===== src/rtl/wb_mailbox_pkg.sv =====
// ---------------------------------------------------------------------------
// wb_mailbox_pkg
// Shared definitions for the test-mailbox Wishbone responder and its
// console FIFO: register byte offsets inside the 16-byte window, STATUS
// bit positions, the two verdict codes software writes to the mailbox,
// and the bus-side state machine encoding.
// ---------------------------------------------------------------------------
package wb_mailbox_pkg;

   // Register byte offsets inside the window (word aligned)
   localparam logic [3:0] OFF_MAILBOX  = 4'h0;
   localparam logic [3:0] OFF_STATUS   = 4'h4;
   localparam logic [3:0] OFF_CYCLE_LO = 4'h8;
   localparam logic [3:0] OFF_CYCLE_HI = 4'hC;

   // STATUS register bit positions
   localparam int STAT_DONE    = 0;
   localparam int STAT_PASS    = 1;
   localparam int STAT_FAIL    = 2;
   localparam int STAT_TIMEOUT = 3;
   localparam int STAT_FULL    = 4;
   localparam int STAT_CNT_LSB = 8;
   localparam int STAT_CNT_W   = 8;

   // Mailbox bytes that end the test instead of reaching the console
   localparam logic [7:0] PASS_CODE = 8'h01;
   localparam logic [7:0] FAIL_CODE = 8'hFF;

   // Bus-side state machine
   typedef enum logic [1:0] {
      ST_IDLE  = 2'd0,
      ST_ACK   = 2'd1,
      ST_STALL = 2'd2
   } mbox_state_t;

   // A mailbox byte is either a verdict code or a console character
   function automatic logic is_verdict_code(input logic [7:0] b);
      return (b == PASS_CODE) || (b == FAIL_CODE);
   endfunction

endpackage


===== src/rtl/wb_mailbox_fifo.sv =====
// ---------------------------------------------------------------------------
// sync_fifo
// Single-clock first-word-fall-through FIFO used for the console bytes.
// The head entry is presented on pop_data whenever the FIFO is not empty
// and reads as zero when it is empty. Pushes into a full FIFO and pops
// from an empty one are ignored.
//
// Ports
//   clk, rst_n   clock, asynchronous active-low reset
//   push         write push_data this cycle (ignored when full)
//   push_data    WIDTH-bit entry to store
//   pop          drop the head entry this cycle (ignored when empty)
//   pop_data     head entry (FWFT), zero when empty
//   full, empty  occupancy flags
//   count        number of stored entries, 0..DEPTH
// DEPTH must be a power of two so the pointers wrap naturally.
// ---------------------------------------------------------------------------
module sync_fifo #(
   parameter  int WIDTH = 8,
   parameter  int DEPTH = 16,
   localparam int AW    = $clog2(DEPTH),
   localparam int CW    = $clog2(DEPTH) + 1
) (
   input  logic             clk,
   input  logic             rst_n,
   input  logic             push,
   input  logic [WIDTH-1:0] push_data,
   input  logic             pop,
   output logic [WIDTH-1:0] pop_data,
   output logic             full,
   output logic             empty,
   output logic [CW-1:0]    count
);

   logic [WIDTH-1:0] mem [DEPTH];
   logic [AW-1:0]    wr_ptr;
   logic [AW-1:0]    rd_ptr;
   logic             do_push;
   logic             do_pop;

   assign do_push = push & ~full;
   assign do_pop  = pop & ~empty;

   assign full     = (count == CW'(DEPTH));
   assign empty    = (count == '0);
   assign pop_data = empty ? '0 : mem[rd_ptr];

   // Pointer and occupancy bookkeeping; a simultaneous push and pop
   // leaves the count unchanged
   always_ff @(posedge clk or negedge rst_n) begin
      if (!rst_n) begin
         wr_ptr <= '0;
         rd_ptr <= '0;
         count  <= '0;
      end else begin
         if (do_push) wr_ptr <= wr_ptr + 1'b1;
         if (do_pop)  rd_ptr <= rd_ptr + 1'b1;
         case ({do_push, do_pop})
            2'b10:   count <= count + 1'b1;
            2'b01:   count <= count - 1'b1;
            default: count <= count;
         endcase
      end
   end

   // Storage array; contents are don't-care until written because the
   // output is masked while empty
   always_ff @(posedge clk) begin
      if (do_push) mem[wr_ptr] <= push_data;
   end

endmodule


===== src/rtl/wb_mailbox.sv =====
// ---------------------------------------------------------------------------
// wb_mailbox
// Wishbone B4 classic responder for the CPU test mailbox. Stores to the
// MAILBOX register become console bytes or a sticky pass/fail verdict,
// a free-running 64-bit cycle counter can be read in two halves, and a
// watchdog declares a timeout if software never reports a verdict.
//
// Ports
//   clk, rst_n          clock, asynchronous active-low reset
//   wb_cyc_i, wb_stb_i  Wishbone cycle / strobe
//   wb_we_i             write enable
//   wb_adr_i[31:0]      byte address; window is BASE_ADDR[31:4]
//   wb_dat_i[31:0]      write data (MAILBOX uses byte lane 0 only)
//   wb_sel_i[3:0]       byte lanes
//   wb_dat_o[31:0]      read data, valid only while wb_ack_o is high
//   wb_ack_o            one-cycle acknowledge
//   con_valid_o         console byte available
//   con_data_o[7:0]     console byte (FIFO head)
//   con_ready_i         consumer takes the byte when high with con_valid_o
//   done_o, pass_o, fail_o, timeout_o   sticky verdict flags
//
// Register map (byte offsets)
//   0x0 MAILBOX  W  01 -> pass, FF -> fail, else console byte; reads 0
//   0x4 STATUS   R  {count[15:8], full, timeout, fail, pass, done}
//   0x8 CYCLE_LO R  counter[31:0], snapshots counter[63:32]
//   0xC CYCLE_HI R  snapshot taken by the last CYCLE_LO read
// ---------------------------------------------------------------------------
module wb_mailbox
   import wb_mailbox_pkg::*;
#(
   parameter logic [31:0] BASE_ADDR  = 32'h0000_0000,
   parameter int          FIFO_DEPTH = 16,
   parameter int          MAX_CYCLES = 500_000
) (
   input  logic        clk,
   input  logic        rst_n,
   input  logic        wb_cyc_i,
   input  logic        wb_stb_i,
   input  logic        wb_we_i,
   input  logic [31:0] wb_adr_i,
   input  logic [31:0] wb_dat_i,
   input  logic [3:0]  wb_sel_i,
   output logic [31:0] wb_dat_o,
   output logic        wb_ack_o,
   output logic        con_valid_o,
   output logic [7:0]  con_data_o,
   input  logic        con_ready_i,
   output logic        done_o,
   output logic        pass_o,
   output logic        fail_o,
   output logic        timeout_o
);

   localparam int CNT_W = $clog2(FIFO_DEPTH) + 1;

   mbox_state_t      state;
   logic [63:0]      cycle_cnt;
   logic [31:0]      cycle_hi_shadow;
   logic [7:0]       stall_byte;

   logic             hit;
   logic [3:0]       reg_off;
   logic [7:0]       wr_byte;
   logic             timeout_hit;
   logic             verdict_open;
   logic             mbox_wr;
   logic             mbox_char;
   logic             lo_read;

   logic             fifo_push;
   logic [7:0]       fifo_push_data;
   logic             fifo_full;
   logic             fifo_empty;
   logic [CNT_W-1:0] fifo_count;

   logic [31:0]      status_word;
   logic [31:0]      rd_data;

   logic             unused_bits;

   // Address decode: only the upper 28 bits select the window, bits [3:2]
   // pick the register and the byte offset within a word is ignored
   assign hit     = wb_cyc_i & wb_stb_i & (wb_adr_i[31:4] == BASE_ADDR[31:4]);
   assign reg_off = {wb_adr_i[3:2], 2'b00};
   assign wr_byte = wb_dat_i[7:0];

   // The watchdog fires in the same cycle the counter reaches the limit.
   // It takes priority over a mailbox write landing in that cycle, so the
   // mailbox is treated as closed whenever a timeout is being recorded.
   assign timeout_hit  = (MAX_CYCLES != 0) && (cycle_cnt == 64'(MAX_CYCLES)) && !done_o;
   assign verdict_open = !done_o && !timeout_hit;

   // A mailbox store that still matters: lane 0 enabled, no verdict yet
   assign mbox_wr   = (state == ST_IDLE) && hit && wb_we_i && wb_sel_i[0] &&
                      (reg_off == OFF_MAILBOX) && verdict_open;
   assign mbox_char = mbox_wr && !is_verdict_code(wr_byte);
   assign lo_read   = (state == ST_IDLE) && hit && !wb_we_i && (reg_off == OFF_CYCLE_LO);

   // FIFO push request: straight from the bus in IDLE when there is room,
   // or the parked byte from a stall once a slot frees up. A stalled byte
   // is dropped if the master walks away or the verdict closes meanwhile.
   always_comb begin
      fifo_push      = 1'b0;
      fifo_push_data = wr_byte;
      case (state)
         ST_IDLE: begin
            fifo_push = mbox_char && !fifo_full;
         end
         ST_STALL: begin
            fifo_push_data = stall_byte;
            fifo_push      = wb_cyc_i && wb_stb_i && verdict_open && !fifo_full;
         end
         default: begin
            fifo_push = 1'b0;
         end
      endcase
   end

   // STATUS register image
   always_comb begin
      status_word                               = '0;
      status_word[STAT_DONE]                    = done_o;
      status_word[STAT_PASS]                    = pass_o;
      status_word[STAT_FAIL]                    = fail_o;
      status_word[STAT_TIMEOUT]                 = timeout_o;
      status_word[STAT_FULL]                    = fifo_full;
      status_word[STAT_CNT_LSB +: STAT_CNT_W]   = STAT_CNT_W'(fifo_count);
   end

   // Read data for the access being sampled; writes return zero
   always_comb begin
      rd_data = '0;
      if (!wb_we_i) begin
         case (reg_off)
            OFF_STATUS:   rd_data = status_word;
            OFF_CYCLE_LO: rd_data = cycle_cnt[31:0];
            OFF_CYCLE_HI: rd_data = cycle_hi_shadow;
            default:      rd_data = '0;
         endcase
      end
   end

   // Bus state machine with registered ack and read data. A request is
   // only sampled in IDLE, so every access costs at least two cycles.
   // A console byte that finds the FIFO full is parked in STALL until the
   // consumer frees a slot; the ack then follows the push by one cycle.
   always_ff @(posedge clk or negedge rst_n) begin
      if (!rst_n) begin
         state      <= ST_IDLE;
         wb_ack_o   <= 1'b0;
         wb_dat_o   <= '0;
         stall_byte <= '0;
      end else begin
         case (state)
            ST_IDLE: begin
               wb_ack_o <= 1'b0;
               wb_dat_o <= '0;
               if (hit) begin
                  if (mbox_char && fifo_full) begin
                     state      <= ST_STALL;
                     stall_byte <= wr_byte;
                  end else begin
                     state    <= ST_ACK;
                     wb_ack_o <= 1'b1;
                     wb_dat_o <= rd_data;
                  end
               end
            end
            ST_STALL: begin
               wb_ack_o <= 1'b0;
               wb_dat_o <= '0;
               if (!(wb_cyc_i && wb_stb_i)) begin
                  state <= ST_IDLE;
               end else if (!verdict_open || !fifo_full) begin
                  state    <= ST_ACK;
                  wb_ack_o <= 1'b1;
               end
            end
            ST_ACK: begin
               state    <= ST_IDLE;
               wb_ack_o <= 1'b0;
               wb_dat_o <= '0;
            end
            default: begin
               state    <= ST_IDLE;
               wb_ack_o <= 1'b0;
               wb_dat_o <= '0;
            end
         endcase
      end
   end

   // Free-running cycle counter, the CYCLE_HI snapshot, and the sticky
   // verdict flags. Reading CYCLE_LO freezes the upper half so software
   // gets a coherent 64-bit value even if the low half wraps in between.
   always_ff @(posedge clk or negedge rst_n) begin
      if (!rst_n) begin
         cycle_cnt       <= '0;
         cycle_hi_shadow <= '0;
         done_o          <= 1'b0;
         pass_o          <= 1'b0;
         fail_o          <= 1'b0;
         timeout_o       <= 1'b0;
      end else begin
         cycle_cnt <= cycle_cnt + 64'd1;
         if (lo_read) cycle_hi_shadow <= cycle_cnt[63:32];
         if (timeout_hit) begin
            done_o    <= 1'b1;
            timeout_o <= 1'b1;
         end else if (mbox_wr) begin
            if (wr_byte == PASS_CODE) begin
               done_o <= 1'b1;
               pass_o <= 1'b1;
            end else if (wr_byte == FAIL_CODE) begin
               done_o <= 1'b1;
               fail_o <= 1'b1;
            end
         end
      end
   end

   sync_fifo #(
      .WIDTH (8),
      .DEPTH (FIFO_DEPTH)
   ) u_con_fifo (
      .clk       (clk),
      .rst_n     (rst_n),
      .push      (fifo_push),
      .push_data (fifo_push_data),
      .pop       (con_ready_i),
      .pop_data  (con_data_o),
      .full      (fifo_full),
      .empty     (fifo_empty),
      .count     (fifo_count)
   );

   assign con_valid_o = ~fifo_empty;

   // Bus bits that carry no meaning for this block
   assign unused_bits = ^{wb_sel_i[3:1], wb_dat_i[31:8], wb_adr_i[1:0]};

endmodule


===== config.mk =====
export PLATFORM = sky130hd
export DESIGN_NAME = wb_mailbox
export DESIGN_NICKNAME = d
export VERILOG_FILES = /design/src/rtl/wb_mailbox_pkg.sv /design/src/rtl/wb_mailbox_fifo.sv /design/src/rtl/wb_mailbox.sv
export SDC_FILE = /design/constraint.sdc
export NUM_CORES = 1
export LEC_CHECK = 0
export ABC_AREA = 0
export BUFFER_PORTS_ARGS = -buffer_cell sky130_fd_sc_hd__buf_2
export CAP_MARGIN = 20
export CORE_MARGIN = 1.5
export CORE_UTILIZATION = 33
export DETAILED_ROUTE_END_ITERATION = 10
export PLACE_DENSITY_LB_ADDON = 0.2
export SYNTH_ARGS = -nofsm -noshare
export SYNTH_HDL_FRONTEND = slang
export SYNTH_SLANG_ARGS = --single-unit

===== constraint.sdc =====
create_clock -name clk -period 4.2 [get_ports clk]
set_clock_uncertainty 0.2 [all_clocks]
set_input_delay 0.84 -clock clk [delete_from_list [all_inputs] [get_ports clk]]
set_output_delay 0.84 -clock clk [all_outputs]
set_load 0.01 [all_outputs]

==> results of run 1 <==
worst max-delay path: stages, from the launching register on:
cell and delay (ns):
dfrtp_2 0.48, buf_4 0.28, mux4_2 0.54, mux4_2 0.53, nor2b_1 0.17, buf_2 0.14
synthesized netlist by cell type, drive strengths merged, types with 18 or more instances:
| master | instances | area, sq um |
|---|---|---|
| clkbuf | 19 | 82.6 |
| nor3 | 18 | 115 |
| mux2 | 57 | 672 |
| nand2 | 36 | 135 |
| buf | 18 | 106 |
| xnor2 | 51 | 447 |
| nor4 | 27 | 214 |
| xor2 | 22 | 193 |
| nand3 | 28 | 140 |
| dfrtp | 156 | 3900 |
| mux2i | 22 | 220 |
| nand4 | 27 | 214 |
| mux4 | 40 | 901 |
| nor2 | 50 | 188 |
| edfxtp | 128 | 3840 |
| inv | 18 | 67.6 |
cells by family after synthesis:
group / count (synthesis)
adder cells (fa/ha/maj): 12
XOR/XNOR: 73
flip-flops: 284
multiplexers: 119
AND/OR/NAND/NOR: 246
buffers and inverters: 55
AO/OA/AOI/OAI: 28
registers in the layout (all words and copies together), names as in the netlist, 2 cells and up:
name / flops
cycle_hi_shadow: 32
u_con_fifo.mem: 128
u_con_fifo.count: 5
wb_dat_o: 32
state: 2
u_con_fifo.rd_ptr: 4
stall_byte: 8
u_con_fifo.wr_ptr: 4
cycle_cnt: 64
layer usage:
layer  vias to the layer above  share of wire, %
met3                        32               4.1
met5                         -                 0
met4                         0               1.6
li1                       3290                 -
met2                       145                46
met1                      3569                49
metrics by stage:
stage          hold slack [ns]  cells
3_5_place_dp             0.290   1376
3_3_place_gp             0.271   1376
2_1_floorplan            0.252    817
5_1_grt                  0.127   1433
6_report                0.0865   1433
4_1_cts                  0.111   1433
worst paths after layout:
path / endpoint
worst max-delay path: con_data_o[3]
worst min register to register: cycle_hi_shadow[7]$_DFFE_PN0P_
min in group clk: cycle_hi_shadow[7]$_DFFE_PN0P_
worst max register to register: u_con_fifo.count[4]$_DFFE_PN0P_
max in group asynchronous: u_con_fifo.count[2]$_DFFE_PN0P_
worst min-delay path: wb_dat_o[13]$_DFF_PN0_
layout make-up:
cell class	count	area [sq um]
clock buffer	46	902
multi-input combinational	478	4210
tap	468	586
fill	3390	22100
inverter	18	67.6
clock inverter	11	97.6
timing repair buffer	128	767
sequential	284	7750
report_power, final:
part / leakage [nW] / total (mW) / internal [mW] / switching (mW)
Sequential: 3.29 / 3.07 / 2.95 / 0.115
Combinational: 2.24 / 1.20 / 0.649 / 0.550
Clock: 0.492 / 2.65 / 1.55 / 1.10
Total: 6.02 / 6.92 / 5.15 / 1.77
==> run summary, run 1 <==
Worst setup EP type - output pin
Clk buf depth - 3
Final instance area - 14400 sq um
Max FO, Critical Path - 9
Core ar. - 36500 sq um
#FFs+latches synth - 284
Routed vias - 7036
Placed cell area - 13400 sq um
Post-synthesis cell type count - 50
Post-Synthesis Cell Area - 12200 sq um
Nets - 1027
Adder-cell share of the synthesized area - 1.29%
Worst path required time - 3.16 ns
Die area - 38200 sq um
Port Buffer Count - 90
Setup crit start - u_con_fifo.rd_ptr[0]$_DFFE_PN0P_
Post-Synth XOR/XNOR Area - 5.24%
Residual DRC - 0
Tmin final - 3.75 ns
Inserted Diodes - 0
Met2 usage - 23.9%
Peak VDD IR - 0.272 mV
Met1 usage - 22.6%
TritonCTS clock tree - done
Max Fclk - 267 MHz
Compound-Gate Fraction of Synth Area - 1.54%
Clock-pin slew on the worst setup and hold paths - 0.06 ns
Fin crit share - 89.3%
Post-route setup slack - 0.451 ns
Global-route wire length before repair - 44.6 mm
GRT busiest layer - met2
R2R depth - 15
Hold Violations, Final - 0
Met3 Use GR - 2.18%
Die Ht - 195 um
Slew margin rel. - 47.5%
Congestion Overflow GR - 0
Power Total - 6.92 mW
CTS Root Cell - clkbuf_16
Routed WL per cell - 19.8 um
Commonest cells after routing, fill and taps aside - dfrtp_1 (155), edfxtp_1 (128), buf_2 (89)
Max Cap Viol - 0
Antenna Nets Post-Route - 0
Drt first pass iters - 4
Most common cell after layout, fill and taps aside - dfrtp_1
Register area share after synthesis - 63.5%
Worst slack at placement - -0.00493 ns
PD cells - 481 nW/um^2
Fraction of layout cells with a size suffix above 1 - 29.7%
Static leakage - 6.02 nW
Syn nets - 903
Area Overhead vs Synth - 17.7%
Die width - 195 um
Largest family of logic cells by synthesized area - multiplexers
Ys flop type - dfrtp_1
Antenna violations before repair - 0
Post-layout util - 39.4%
Status - completed
Post-CTS Hold Fix Bufs - 0
Post-Route WL - 28.4 mm
Flop-to-flop setup slack - 0.48 ns
Synth Area in Simple Gates - 11.7%
Initial Utilization - 33.4%
Syn_area_per_cell - 14.9 sq um
Num rows - 70
Ys Warns - 0
CP arrival - 2.71 ns
Worst R2R Start - state[0]$_DFFE_PN0P_
RePlAce Congestion - 0.744
I/O pins - 120
DR iter-0 viols - 504
RSZ-0062 raised after global routing - no
EDFF count, synth - 128
Post-synthesis cell count - 817
Overall Global Routing Usage - 15.3%
Setup TNS - 0 ns
HPWL Detailed - 19.4 mm
Largest net degree at the start of global routing - 69
Htree depth - 1
Worst setup path class - reg -> out
Cts bufs inserted - 31
Final Max Tran Viols - 0
Clock sink count - 284
Worst Tran Pin Value - 0.787 ns
Vias in the first global route - 7303
Setup violations, final - 0
# resized after CTS - 0
Vias per inst - 4.91
Hold Crit Class - in -> async
Clk_lat worst skew - 0.56 ns
Crit path launch type - flop
Portion of netlist area occupied by mux cells - 14.7%
Ys async rst share - 54.9%
Setup Fix Bufs, Post-CTS - 0
No activity file was read; power rests on OpenSTA's default activity.
==> run 2: changes to the inputs <==
--- a/config.mk
+++ b/config.mk
@@ -8,10 +8,13 @@
 export ABC_AREA = 0
 export BUFFER_PORTS_ARGS = -buffer_cell sky130_fd_sc_hd__buf_2
 export CAP_MARGIN = 20
+export CELL_PAD_IN_SITES_DETAIL_PLACEMENT = 2
+export CELL_PAD_IN_SITES_GLOBAL_PLACEMENT = 2
 export CORE_MARGIN = 1.5
 export CORE_UTILIZATION = 33
 export DETAILED_ROUTE_END_ITERATION = 10
 export PLACE_DENSITY_LB_ADDON = 0.2
+export SLEW_MARGIN = 20
 export SYNTH_ARGS = -nofsm -noshare
 export SYNTH_HDL_FRONTEND = slang
 export SYNTH_SLANG_ARGS = --single-unit
==> run 2 against run 1 <==
Setup slack got worse by 0.030 ns; clock power increased by 16%; largest cell class unchanged; combinational power about the same; largest power group is now clock; power increased by 6.2%; non-clock buffer count decreased by 13; core utilization increased by 0.28 points; first-iteration DRC count decreased by 56%; cell area increased by 0.72%; global-route usage increased by 1.6 points; critical endpoint is now u_con_fifo.count[4]$_DFFE_PN0P_; clock-buffer cell count increased by 5.
==> run summary, run 2 (synthesis gave the netlist of run 1 again) <==
Post-Route WL - 31.3 mm (+10%)
I/O pins - 120 (unchanged)
Part of the power in the clock network - 42.0% (+3.7 points)
Vias per inst - 5.05 (+2.8%)
Congestion Overflow GR - 0 (unchanged)
Reg area - 7750 sq um (unchanged)
Inserted Diodes - 0 (unchanged)
Post-route setup slack - 0.421 ns (-0.0303 ns)
CP arrival - 4.01 ns (+1.30 ns)
Flop pwr share - 41.8% (-2.6 points)
Max reg flops - 128 (unchanged)
Hold Crit Class - in -> async
Max Cap Viol - 0 (unchanged)
RSZ-0062 raised after global routing - no
Setup TNS - 0 ns (unchanged)
Vias in the first global route - 8168 (+12%)
Static leakage - 6.05 nW (+0.49%)
Residual DRC - 0 (unchanged)
Global-route wire length before repair - 49.2 mm (+10%)
TritonCTS clock tree - done
Antenna Nets Post-Route - 0 (unchanged)
# resized after CTS - 0 (unchanged)
Area of the multi-input gates - 4210 sq um (unchanged)
Worst slack at placement - 0.217 ns (+0.222 ns)
Hold Violations, Final - 0 (unchanged)
Commonest cells after routing, fill and taps aside - dfrtp_1 (155), edfxtp_1 (128), buf_2 (89)
Drt first pass iters - 4 (unchanged)
Slew margin rel. - 49.6% (+2.1 points)
Fin crit share - 90.0% (+0.72 points)
Clk buf depth - 3 (unchanged)
HPWL Detailed - 21.8 mm (+13%)
PD cells - 507 nW/um^2 (+5.4%)
Most common cell after layout, fill and taps aside - dfrtp_1
Power Total - 7.34 mW (+6.2%)
Tmin final - 3.78 ns (+0.0303 ns)
Setup Fix Bufs, Post-CTS - 0 (unchanged)
CTS Root Cell - clkbuf_16
Die width - 195 um (unchanged)
Post-CTS Hold Fix Bufs - 0 (unchanged)
Sw power - 1.87 mW (+5.7%)
Cell internal pwr - 5.48 mW (+6.3%)
Clk_lat worst skew - 0.52 ns (-0.04 ns)
Worst Tran Pin Value - 0.751 ns (-0.0362 ns)
Core ar. - 36500 sq um (unchanged)
Flop-to-flop setup slack - 0.42 ns (-0.06 ns)
Worst path required time - 4.44 ns (+1.28 ns)
Comb power frac - 16.2% (-1.1 points)
Final Max Tran Viols - 0 (unchanged)
RePlAce Congestion - 0.725 (-2.6%)
Worst setup path class - reg -> reg
Clock-pin slew on the worst setup and hold paths - 0.06 ns (about the same)
Antenna violations before repair - 0 (unchanged)
Worst setup EP type - flop
Htree depth - 2 (+1)
Largest regs - u_con_fifo.mem: 128 flops, cycle_cnt: 64 flops
CP max-delay cell - or4_1
Max FO, Critical Path - 6 (-3)
DR iter-0 viols - 224 (-56%)
Setup violations, final - 0 (unchanged)
Cts bufs inserted - 36 (+16%)
Final hold slack - 0.0442 ns (-0.0423 ns)
Nets - 1019 (-0.78%)
Die Ht - 195 um (unchanged)
CP peak stage delay - 0.64 ns (+0.10 ns)
Overall Global Routing Usage - 16.9% (+1.6 points)
Peak VDD IR - 0.281 mV (+3.3%)
FILL cells - 3608 (+6.4%)
Fraction of layout cells with a size suffix above 1 - 29.6% (-0.19 points)
Routed vias - 7213 (+2.5%)
Most frequent CP cell - inv_1
Num rows - 70 (unchanged)
Crit path launch type - flop
Max Fclk - 265 MHz (-0.80%)
Largest net degree at the start of global routing - 88 (+28%)
Port Buffer Count - 90 (unchanged)
Status - completed
Switching share of power - 25.4% (-0.12 points)
Die area - 38200 sq um (unchanged)
Area Overhead vs Synth - 18.6%
Routed WL per cell - 21.9 um (+11%)
Critical Path, Cell by Cell - nor4_1 > nand4_1 > or4_1 > nand2b_1 > nor3_2 > inv_1 > ha_1 > inv_1 > fa_1 > inv_1 > a21o_1 > a21oi_1 > xnor2_1 > nor2_1 > xor2_1
Largest Register - u_con_fifo.mem
Initial Utilization - 33.4% (unchanged)
Clock sink count - 284 (unchanged)
[run 2: cell count changes in the layout (fill, tap and decap cells not counted)]
cell,change
buf_4,-13
clkbuf_16,+5
bufinv_16,+2
clkinv_1,-2
clkinv_2,+2
clkbuf_1,+1
clkbuf_8,-1
clkinv_8,+1
clkinvlp_4,+1
[run 2: layout make-up]
cell class	instances	area share, %
repair buffers	115	4.62
clock buffers	51	7.03
multi-input cells	478	29.0
clock inverters	15	1.27
well taps	468	4.04
flip-flops and latches	284	53.5
inverters	18	0.467
[run 2: worst max-delay path: cells and delay by family, from the launching register on]
kind / cells / cell delay (ns)
simple gates: 6 / 1.64
flops: 1 / 0.47
compound gates: 2 / 0.20
xor+xnor: 2 / 0.29
fa+ha+maj: 2 / 0.65
buf+inv: 3 / 0.26
[run 2: per-layer routing]
layer	up-vias	global-route usage, %	part of all wire, %
met3	35	2.47	2.9
met4	0	3.47	1.5
met5	-	0	0
li1	3270	-	-
met1	3807	22.4	45
met2	101	29.5	51
[run 2: worst paths after layout]
check                                          startpoint                               to  cells past startpoint
setup / recovery                   cycle_cnt[3]$_DFF_PN0_  u_con_fifo.count[4]$_DFFE_PN0P_                     15
hold / removal                                      rst_n           wb_dat_o[16]$_DFF_PN0_                      1
setup reg to reg                   cycle_cnt[3]$_DFF_PN0_  u_con_fifo.count[4]$_DFFE_PN0P_                     15
hold reg to reg            cycle_hi_shadow[7]$_DFFE_PN0P_   cycle_hi_shadow[7]$_DFFE_PN0P_                      1
max in group asynchronous                           rst_n          cycle_cnt[45]$_DFF_PN0_                      2
min in group clk           cycle_hi_shadow[7]$_DFFE_PN0P_   cycle_hi_shadow[7]$_DFFE_PN0P_                      1
[run 2: through the flow]
step / util (%) / std cells / instance area [sq um]
4_1_cts: 39.6 / 1429 / 14500
3_3_place_gp: 36.4 / 1363 / 13300
6_report: 39.6 / 1429 / 14500
5_1_grt: 39.6 / 1429 / 14500
3_5_place_dp: 36.4 / 1363 / 13300
2_1_floorplan: - / 817 / 12200
[run 2: power groups by stage]
stage | clock [mW] | combinational (mW) | sequential (mW)
floorplan | 0 | 0.890 | 3.04
global placement | 0 | 1.19 | 3.13
detailed placement | 0 | 1.22 | 3.13
CTS | 3.19 | 1.22 | 3.08
global route | 3.28 | 1.32 | 3.09
finish | 3.08 | 1.19 | 3.07
